--- config.mk ---
export PLATFORM = sky130hd
export DESIGN_NAME = riscv_cbm
export DESIGN_NICKNAME = d
export VERILOG_FILES = /design/src/rtl/riscv_cbm.sv
export SDC_FILE = /design/constraint.sdc
export NUM_CORES = 1
export LEC_CHECK = 0
export ABC_AREA = 1
export CAP_MARGIN = 10
export CORE_ASPECT_RATIO = 0.6
export CORE_MARGIN = 10
export CORE_UTILIZATION = 40
export CTS_CLUSTER_DIAMETER = 120
export CTS_CLUSTER_SIZE = 24
export DETAILED_ROUTE_END_ITERATION = 6
export DONT_BUFFER_PORTS = 1
export SKIP_CTS_REPAIR_TIMING = 1
export SYNTH_ARGS = -nofsm -noshare
export SYNTH_HDL_FRONTEND = slang
export SYNTH_SLANG_ARGS = --single-unit
--- constraint.sdc ---
create_clock -name clk_i -period 3.4 [get_ports clk_i]
set_clock_uncertainty 0.2 [all_clocks]
set_input_delay 0.68 -clock clk_i [delete_from_list [all_inputs] [get_ports clk_i]]
set_output_delay 0.68 -clock clk_i [all_outputs]
set_load 0.1 [all_outputs]
--- src/rtl/riscv_cbm.sv ---
// Column-bypass unsigned 32x32 multiplier: it writes back the low 32 bits of the product.
// Define CBM_EARLY_EXIT_EN to leave RUN once no multiplier columns remain; without it, RUN always lasts 32 cycles.
module riscv_cbm (
    input  logic        clk_i,
    input  logic        rst_i,
    input  logic        opcode_valid_i,
    input  logic [31:0] opcode_ra_operand_i,
    input  logic [31:0] opcode_rb_operand_i,
    input  logic [4:0]  opcode_rd_idx_i,
    input  logic        flush_i,
    output logic        opcode_accept_o,
    output logic        busy_o,
    output logic        done_o,
    output logic        writeback_valid_o,
    output logic [4:0]  writeback_rd_idx_o,
    output logic [31:0] writeback_value_o
);

    typedef enum logic [1:0] {
        IDLE    = 2'd0,
        RUN     = 2'd1,
        DONE    = 2'd2,
        ILLEGAL = 2'd3
    } state_t;

    state_t      state_q;
    state_t      state_s;
    logic [63:0] multiplicand_q;
    logic [63:0] accumulator_q;
    logic [31:0] column_mask_q;
    logic [4:0]  rd_idx_q;
    logic        accept_s;
    logic        run_exit_s;
`ifndef CBM_EARLY_EXIT_EN
    logic [5:0]  iter_q;
`endif

    // Issue handshake; a flush or a held reset blocks acceptance.
    always_comb begin
        accept_s = opcode_valid_i && (state_q == IDLE) && !flush_i && !rst_i;
    end

    // RUN exit decision for the configured build.
    always_comb begin
`ifdef CBM_EARLY_EXIT_EN
        run_exit_s = (column_mask_q == 32'd0);
`else
        run_exit_s = (iter_q == 6'd31);
`endif
    end

    // Next-state logic; the unused encoding recovers to IDLE.
    always_comb begin
        state_s = IDLE;
        case (state_q)
            IDLE: begin
                if (accept_s) begin
                    state_s = RUN;
                end else begin
                    state_s = IDLE;
                end
            end
            RUN: begin
                if (flush_i) begin
                    state_s = IDLE;
                end else if (run_exit_s) begin
                    state_s = DONE;
                end else begin
                    state_s = RUN;
                end
            end
            DONE:    state_s = IDLE;
            default: state_s = IDLE;
        endcase
    end

    // State register.
    always_ff @(posedge clk_i or posedge rst_i) begin
        if (rst_i) begin
            state_q <= IDLE;
        end else begin
            state_q <= state_s;
        end
    end

    // Shift-and-add datapath; a clear column leaves the accumulator untouched.
    always_ff @(posedge clk_i or posedge rst_i) begin
        if (rst_i) begin
            multiplicand_q <= 64'd0;
            column_mask_q  <= 32'd0;
            accumulator_q  <= 64'd0;
            rd_idx_q       <= 5'd0;
        end else if (accept_s) begin
            multiplicand_q <= {32'd0, opcode_ra_operand_i};
            column_mask_q  <= opcode_rb_operand_i;
            accumulator_q  <= 64'd0;
            rd_idx_q       <= opcode_rd_idx_i;
        end else if ((state_q == RUN) && (column_mask_q != 32'd0)) begin
            if (column_mask_q[0]) begin
                accumulator_q <= accumulator_q + multiplicand_q;
            end else begin
                accumulator_q <= accumulator_q;
            end
            multiplicand_q <= multiplicand_q << 1;
            column_mask_q  <= column_mask_q >> 1;
        end else begin
            multiplicand_q <= multiplicand_q;
            column_mask_q  <= column_mask_q;
            accumulator_q  <= accumulator_q;
            rd_idx_q       <= rd_idx_q;
        end
    end

`ifndef CBM_EARLY_EXIT_EN
    // Fixed-length iteration counter.
    always_ff @(posedge clk_i or posedge rst_i) begin
        if (rst_i) begin
            iter_q <= 6'd0;
        end else if (accept_s) begin
            iter_q <= 6'd0;
        end else if (state_q == RUN) begin
            iter_q <= iter_q + 6'd1;
        end else begin
            iter_q <= iter_q;
        end
    end
`endif

    // Result presentation; a flush in DONE suppresses the writeback.
    always_comb begin
        opcode_accept_o    = accept_s;
        busy_o             = (state_q == RUN) || (state_q == DONE);
        done_o             = 1'b0;
        writeback_valid_o  = 1'b0;
        writeback_rd_idx_o = 5'd0;
        writeback_value_o  = 32'd0;
        if (state_q == DONE) begin
            done_o             = 1'b1;
            writeback_valid_o  = !flush_i;
            writeback_rd_idx_o = rd_idx_q;
            writeback_value_o  = accumulator_q[31:0];
        end else begin
            done_o = 1'b0;
        end
    end

endmodule

## Word level (Yosys, flattened, before mapping)

Index checks and enable logic that the tools add are counted.
W data, S select, Z words.

- Reductions and logical operators: 13
- Multiplexer cells: 17
- Add/sub/neg operators: 2
- Equal/unequal tests: 3

Operators with widths:

| operator | number |
|---|---|
| $mux W64 | 5 |
| $mux W32 | 3 |
| $add A64 B64 Y64 | 1 |
| $reduce_bool A32 Y1 | 1 |
| $mux W6 | 2 |
| $add A6 B1 Y6 const B | 1 |
| $eq A6 B5 Y1 const B | 1 |
| $reduce_bool A2 Y1 | 3 |
| $mux W5 | 1 |
| $logic_and A1 B1 Y1 | 4 |
| $mux W2 | 2 |
| $pmux W2 S2 | 1 |
| $mux W1 | 3 |
| $eq A2 B1 Y1 const B | 1 |
| $eq A2 B2 Y1 const B | 1 |
| $logic_not A1 Y1 | 2 |
| $logic_not A2 Y1 | 1 |
| $reduce_and A2 Y1 | 1 |
| $logic_or A1 B1 Y1 | 1 |

- Flip-flop bits (word level): 173
- Logic and storage cells: 41
- Bits of input ports: 73
- Output and inout port bits: 41

## Longest topological paths before layout

Gate-level depths: netlist of run 1.

- Word-level depth: 6
- Depth in mapped cells: 14
- Depth with buffers taken out: 14

## Worst setup path after synthesis of run 1

No wires, ideal clock.

- Kind: input port to output port
- Start: in rst_i
- End: out opcode_accept_o
- Setup slack: -976 ps
- Buffers on the path: 1
- Required time: 2520 ps
- Cell stages on the path: 4
- Data arrival time: 3496 ps
- Cells stage by stage: inv_2 -> nand4_2 -> inv_2 -> buf_1

- Longest elaborated chain between the ends: 2

RTL lines:

| element | line | source |
|---|---|---|
| from (decl) | 5 | `input logic rst_i,` |
| $logic_not A1 Y1 (no source line) | -- |  |
| $logic_and A1 B1 Y1 | 40 | `accept_s = opcode_valid_i && (state_q == IDLE) && !flush_i && !rst_i;` |
| to (decl) | 11 | `output logic opcode_accept_o,` |

No other way between the ends.

## Worst setup path after layout of run 1

Ends and elaborated chain as after synthesis.

==> run summary, run 1 <==
Detailed Route WL: 21380 um
core area: 0.01835 sq mm
RSZ-0062 raised after global routing: no
slew margin rel.: 40.42%
Synth Area in Adders: 6.043%
final RePlAce weighted congestion: 0.9942
Sw Share: 41.61%
mux contribution to synthesized area: 8.057%
yosys synthesis warning count: 0
Synth Instances: 1080
Internal Dissipation: 3.214 mW
flops & latches, synth: 109
Die Area: 0.02503 sq mm
achievable frequency: 326.1 MHz
Tmin final: 3066 ps
share of cells above drive strength 1: 6.594%
sw power: 2.291 mW
Worst Setup End Kind: output port
status: complete, no violations
total design power: 5.506 mW
Finished Layout Cells: 1347
# nets final: 1211
reg2reg start: multiplicand_q[0]$_DFFE_PP0P_
peak supply drop: 308.4 uV
commonest non-fill, non-tap cell in the layout: nand2_1
Gate power share: 38.6%
worst hold endpoint: state_q[1]$_DFF_PP0_
Critical R2R Capture: accumulator_q[28]$_DFFE_PP0P_
chip height: 126.6 um
Hold Fails Final Rpt: 0
Worst Reg-to-Reg Cells: 10
hold path cells: 1
Worst setup SP type: input pin
Placed Cells: 1330
boundary pin count: 114
WL per Instance: 15.87 um
Leakage: 5.093 nW
CTS Root Cell: clkbuf_16
GR Util All Layers: 17.31%
clock latency at the later pin of the worst-skew pair: 360 ps
clock share of power: 21.0%
area fraction in compound gates after synthesis: 7.050%
type of the worst setup path: in -> out
TritonCTS Buffers: 9
Pre-antenna DRT Iters: 6
largest family of logic cells by synthesized area: simple AND/OR/NAND/NOR gates
Synth top area share: 35.99%
xor/xnor share of the synthesized area: 1.734%
register area share after synthesis: 35.99%
Post-Syn Area: 0.007579 sq mm
HP Class: in -> reg
Avg Cell Area, Syn: 7.017 sq um
port bufs: 0
largest fanout on the critical path: 16
Synth cell types: 33
pwr dens: 633.0 mW/mm^2
first-pass GRT wire length: 34930 um
final setup fails: 0
die width: 197.7 um
number of global-route vias before repair: 6353
FF-to-FF setup slack: 870 ps
critical path arrival: 2190 ps
Antenna Violating Nets Remaining: 0
initial antenna violation count: 0
starting DRC count in detailed routing: 483
top post-synthesis cells by area: dfrtp_1, nand2_1, mux2i_1
commonest cells after routing, fill and taps aside: nand2_1, inv_1, dfrtp_1
htree depth: 3
Max Cap Viol: 0
CTS Sinks: 109
pre-CTS WS: 828.8 ps
area leader, netlist: dfrtp_1
maximum clock path buffer count: 2
hold path startpoint: flush_i
Area growth, synth to finish: 14.78%
Design Area, Final: 0.008698 sq mm
Worst Setup SP: rst_i
placed cell area: 0.008359 sq mm
setup tns final: 0 ps
Reg power frac: 40.4%
worst slew pin tran: 895.3 ps
syn nets: 1189
grt total ovfl: 0
row count: 38
antenna cell count: 0
clk slew on worst S/H paths: 90 ps
Avg Vias per Cell: 4.946
Final period util: 90.19%
setup ws final: 333.7 ps
drc violations: 0
TritonCTS clock tree: yes
dpl hpwl: 16440 um
required time worst endpoint: 2520 ps
max-slew violations: 0
Initial Utilization: 41.29%
largest net degree at the start of global routing: 126
via count: 6662
Simple-Gate Fraction of Synth Area: 30.48%
worst max-delay path by stage:
stage	endpoint	slack [ps]	cells past startpoint
final	opcode_accept_o	330	4
after global routing	opcode_accept_o	250	4
after CTS	writeback_valid_o	560	6
after detailed placement	accumulator_q[9]$_DFFE_PP0P_	830	6
after global placement	accumulator_q[12]$_DFFE_PP0P_	840	6
after floorplan	opcode_accept_o	-350	4
per-layer routing:
layer	track usage, %	vias up	wire length, um
met5	0	-	0
met4	2.520	0	104
met3	6.126	12	2060
met2	22.53	185	7870
met1	26.58	2993	11340
li1	-	3472	-
layout make-up:
| cell class | count | area [sq um] |
|---|---|---|
| fill | 1845 | 9654 |
| multi-input combinational | 775 | 4058 |
| sequential | 109 | 2728 |
| timing repair buffer | 47 | 680.7 |
| inverter | 160 | 603.1 |
| tap | 240 | 300.3 |
| clock buffer | 9 | 225.2 |
| clock inverter | 7 | 103.9 |
logic make-up (layout without fill, tap and decap cells):
| kind of cell | Yosys count | after routing |
|---|---|---|
| DFF | 109 | 109 |
| and+or+nand+nor | 558 | 558 |
| buffers and inverters | 196 | 223 |
| muxes | 61 | 61 |
| xor gates and xnor gates | 15 | 15 |
| adders and majority gates | 36 | 36 |
| AOI/OAI and AO/OA | 105 | 105 |
worst max-delay path, cell delays in order:
cell and delay, ps:
dlygate4sd3_1 580, inv_4 180, nand4_4 140, inv_2 580
synth_stat cells (all sizes together):
library cell    n
a21o            1
clkbuf          9
nor2           61
ha             35
mux2i          61
nor3           11
and2            5
and3            3
inv           160
o21bai          2
buf            27
nand2         376
xor2            2
o21ai          77
fa              1
nor3b           1
dfrtp         109
xnor2          13
nand3          86
nand4          10
a31oi           1
a21oi          24
nand3b          5
power groups by stage:
stage	combinational [mW]	sequential, mW	clock (mW)
6_report	2.12	2.23	1.16
5_1_grt	2.45	2.30	1.23
4_1_cts	2.12	2.22	1.19
3_5_place_dp	2.11	2.24	0
3_3_place_gp	2.08	2.23	0
2_1_floorplan	1.71	2.07	0
flip-flops by register name, summed over array words and instances, names as in the netlist:
register / flops
column_mask_q: 32
multiplicand_q: 32
state_q: 2
rd_idx_q: 5
accumulator_q: 32
iter_q: 6
stage by stage:
stage	hold WS, ps	util, %
3_3_place_gp	262.0	45.55
4_1_cts	-107.3	47.34
5_1_grt	176.0	47.40
6_report	189.1	47.40
2_1_floorplan	249.2	-
3_5_place_dp	267.6	45.55
No activity file was read; power rests on OpenSTA's default activity.
==> run 2: changes to the inputs <==
--- a/config.mk
+++ b/config.mk
@@ -14,6 +14,7 @@
 export CTS_CLUSTER_SIZE = 24
 export DETAILED_ROUTE_END_ITERATION = 6
 export DONT_BUFFER_PORTS = 1
+export PLACE_DENSITY = 0.58
 export SKIP_CTS_REPAIR_TIMING = 1
 export SYNTH_ARGS = -nofsm -noshare
 export SYNTH_HDL_FRONTEND = slang
==> constraint.sdc (replaced) <==
create_clock -name clk_i -period 2.7 [get_ports clk_i]
set_clock_uncertainty 0.2 [all_clocks]
set_input_delay 0.54 -clock clk_i [delete_from_list [all_inputs] [get_ports clk_i]]
set_output_delay 0.54 -clock clk_i [all_outputs]
set_load 0.1 [all_outputs]
==> run summary, run 2 (synthesis gave the netlist of run 1 again) <==
fillcell total: 1832 (was 1845)
CP most frequent cell: inv_1
required time worst endpoint: 1960 ps (was 2520 ps)
sw power: 2.897 mW (was 2.291 mW)
starting DRC count in detailed routing: 585 (was 483)
# nets final: 1213 (was 1211)
Internal Dissipation: 4.063 mW (was 3.214 mW)
share of cells above drive strength 1: 8.656% (was 6.594%)
Pre-antenna DRT Iters: 5 (was 6)
Worst Setup End Kind: output port (unchanged)
TritonCTS Buffers: 9 (unchanged)
critical path arrival: 1800 ps (was 2190 ps)
Max Cap Viol: 0 (unchanged)
CTS Root Cell: clkbuf_16 (unchanged)
die width: 197.7 um (unchanged)
final RePlAce weighted congestion: 0.9443 (was 0.9942)
CTS Sinks: 109 (unchanged)
initial antenna violation count: 2 (was 0)
clk slew on worst S/H paths: 90 ps (about the same)
achievable frequency: 393.4 MHz
Initial Utilization: 41.29% (unchanged)
clock share of power: 21.0% (about the same)
grt total ovfl: 0 (unchanged)
Detailed Route WL: 22060 um (was 21380 um)
worst slew pin tran: 656.7 ps (was 895.3 ps)
htree depth: 3 (unchanged)
setup tns final: 0 ps (unchanged)
core area: 0.01835 sq mm (unchanged)
total design power: 6.960 mW (was 5.506 mW)
row count: 38 (unchanged)
Gate power share: 38.8% (was 38.6%)
port bufs: 0 (unchanged)
Avg Vias per Cell: 5.027 (was 4.946)
clock latency at the later pin of the worst-skew pair: 370 ps (was 360 ps)
status: complete, no violations (unchanged)
Reg power frac: 40.2% (was 40.4%)
WL per Instance: 16.34 um (was 15.87 um)
Crit path largest cell delay: 400 ps (was 580 ps)
Finished Layout Cells: 1350 (was 1347)
first-pass GRT wire length: 35410 um (was 34930 um)
commonest non-fill, non-tap cell in the layout: nand2_1 (unchanged)
maximum clock path buffer count: 2 (unchanged)
Placed Cells: 1332 (was 1330)
largest fanout on the critical path: 21 (was 16)
number of global-route vias before repair: 6297 (was 6353)
via count: 6787 (was 6662)
peak supply drop: 354.9 uV (was 308.4 uV)
Worst Setup SP: state_q[0]$_DFF_PP0_ (was rst_i)
HP Class: in -> async (was in -> reg)
Worst setup SP type: flip-flop (was input pin)
drc violations: 0 (unchanged)
max-slew violations: 0 (unchanged)
pwr dens: 771.6 mW/mm^2 (was 633.0 mW/mm^2)
Area growth, synth to finish: 19.02% (was 14.78%)
Crit-path slowest cell: dfrtp_1 (was dlygate4sd3_1)
Top Registers: accumulator_q x32, column_mask_q x32, multiplicand_q x32 (unchanged)
chip height: 126.6 um (unchanged)
Final period util: 94.14%
type of the worst setup path: reg -> out (was in -> out)
Antenna Violating Nets Remaining: 0 (unchanged)
largest net degree at the start of global routing: 110 (was 126)
reg2reg start: multiplicand_q[0]$_DFFE_PP0P_ (unchanged)
worst path cell trace: inv_1 -> ha_4 -> buf_16 -> nand2_1 -> inv_1 -> buf_12 (was dlygate4sd3_1 -> inv_4 -> nand4_4 -> inv_2)
Tmin final: 2542 ps
slew margin rel.: 56.22% (was 40.42%)
TritonCTS clock tree: yes (unchanged)
Hold Fails Final Rpt: 0 (unchanged)
Sw Share: 41.63% (was 41.61%)
final setup fails: 0 (unchanged)
GR Util All Layers: 17.74% (was 17.31%)
boundary pin count: 114 (unchanged)
Die Area: 0.02503 sq mm (unchanged)
dpl hpwl: 16600 um (was 16440 um)
Leakage: 4.950 nW (was 5.093 nW)
commonest cells after routing, fill and taps aside: nand2_1, inv_1, dfrtp_1 (unchanged)
RSZ-0062 raised after global routing: no (unchanged)
[run 2: final timing paths]
kind | end | slack (ps) | cells after the start
max in group asynchronous | accumulator_q[30]$_DFFE_PP0P_ | 1830 | 2
hold / removal | column_mask_q[26]$_DFFE_PP0P_ | 20 | 2
min in group clk_i | state_q[1]$_DFF_PP0_ | 60 | 1
setup reg to reg | accumulator_q[28]$_DFFE_PP0P_ | 340 | 10
setup / recovery | writeback_value_o[14] | 160 | 6
hold reg to reg | rd_idx_q[4]$_DFFE_PP0P_ | 290 | 2
[run 2: critical path, delay by kind of cell, from the launching register on]
kind,cells,cell delay (ps)
simple gates,1,90
fa+ha+maj,1,340
buf+inv,4,600
flops,1,400
[run 2: stage by stage]
step / util (%) / hold slack (ps) / area [sq um] / setup slack [ps]
floorplan: - / 249.2 / 7689 / -45.48
finish: 49.15 / 15.33 / 9020 / 158.3
global placement: 47.17 / 262.3 / 8657 / 419.5
global route: 49.13 / 43.30 / 9017 / 44.39
detailed placement: 47.17 / 267.7 / 8657 / 376.8
CTS: 48.98 / 45.44 / 8990 / 32.78
[run 2: cell type report]
cell class / count / area [sq um] / area share [%]
Antenna cell: 1 / 2.502 / 0.02774
Clock buffer: 9 / 225.2 / 2.497
Clock inverter: 7 / 107.6 / 1.193
Inverter: 160 / 683.2 / 7.574
Multi-Input combinational cell: 775 / 4073 / 45.15
Sequential cell: 109 / 2728 / 30.24
Tap cell: 240 / 300.3 / 3.329
Timing Repair Buffer: 49 / 900.9 / 9.988
[run 2: layer usage]
layer | track usage [%] | up-vias | routed length (um)
met4 | 3.015 | 2 | 139
met5 | 0 | - | 20
met2 | 22.55 | 196 | 8177
met3 | 5.809 | 13 | 2069
li1 | - | 3472 | -
met1 | 27.84 | 3104 | 11650
[run 2: power groups by stage]
stage	Sequential [mW]	Clock, mW	Combinational, mW
after CTS	2.79	1.50	2.69
after floorplan	2.61	0	2.16
after global placement	2.80	0	2.65
final	2.80	1.46	2.70
after detailed placement	2.81	0	2.68
after global routing	2.88	1.57	3.12
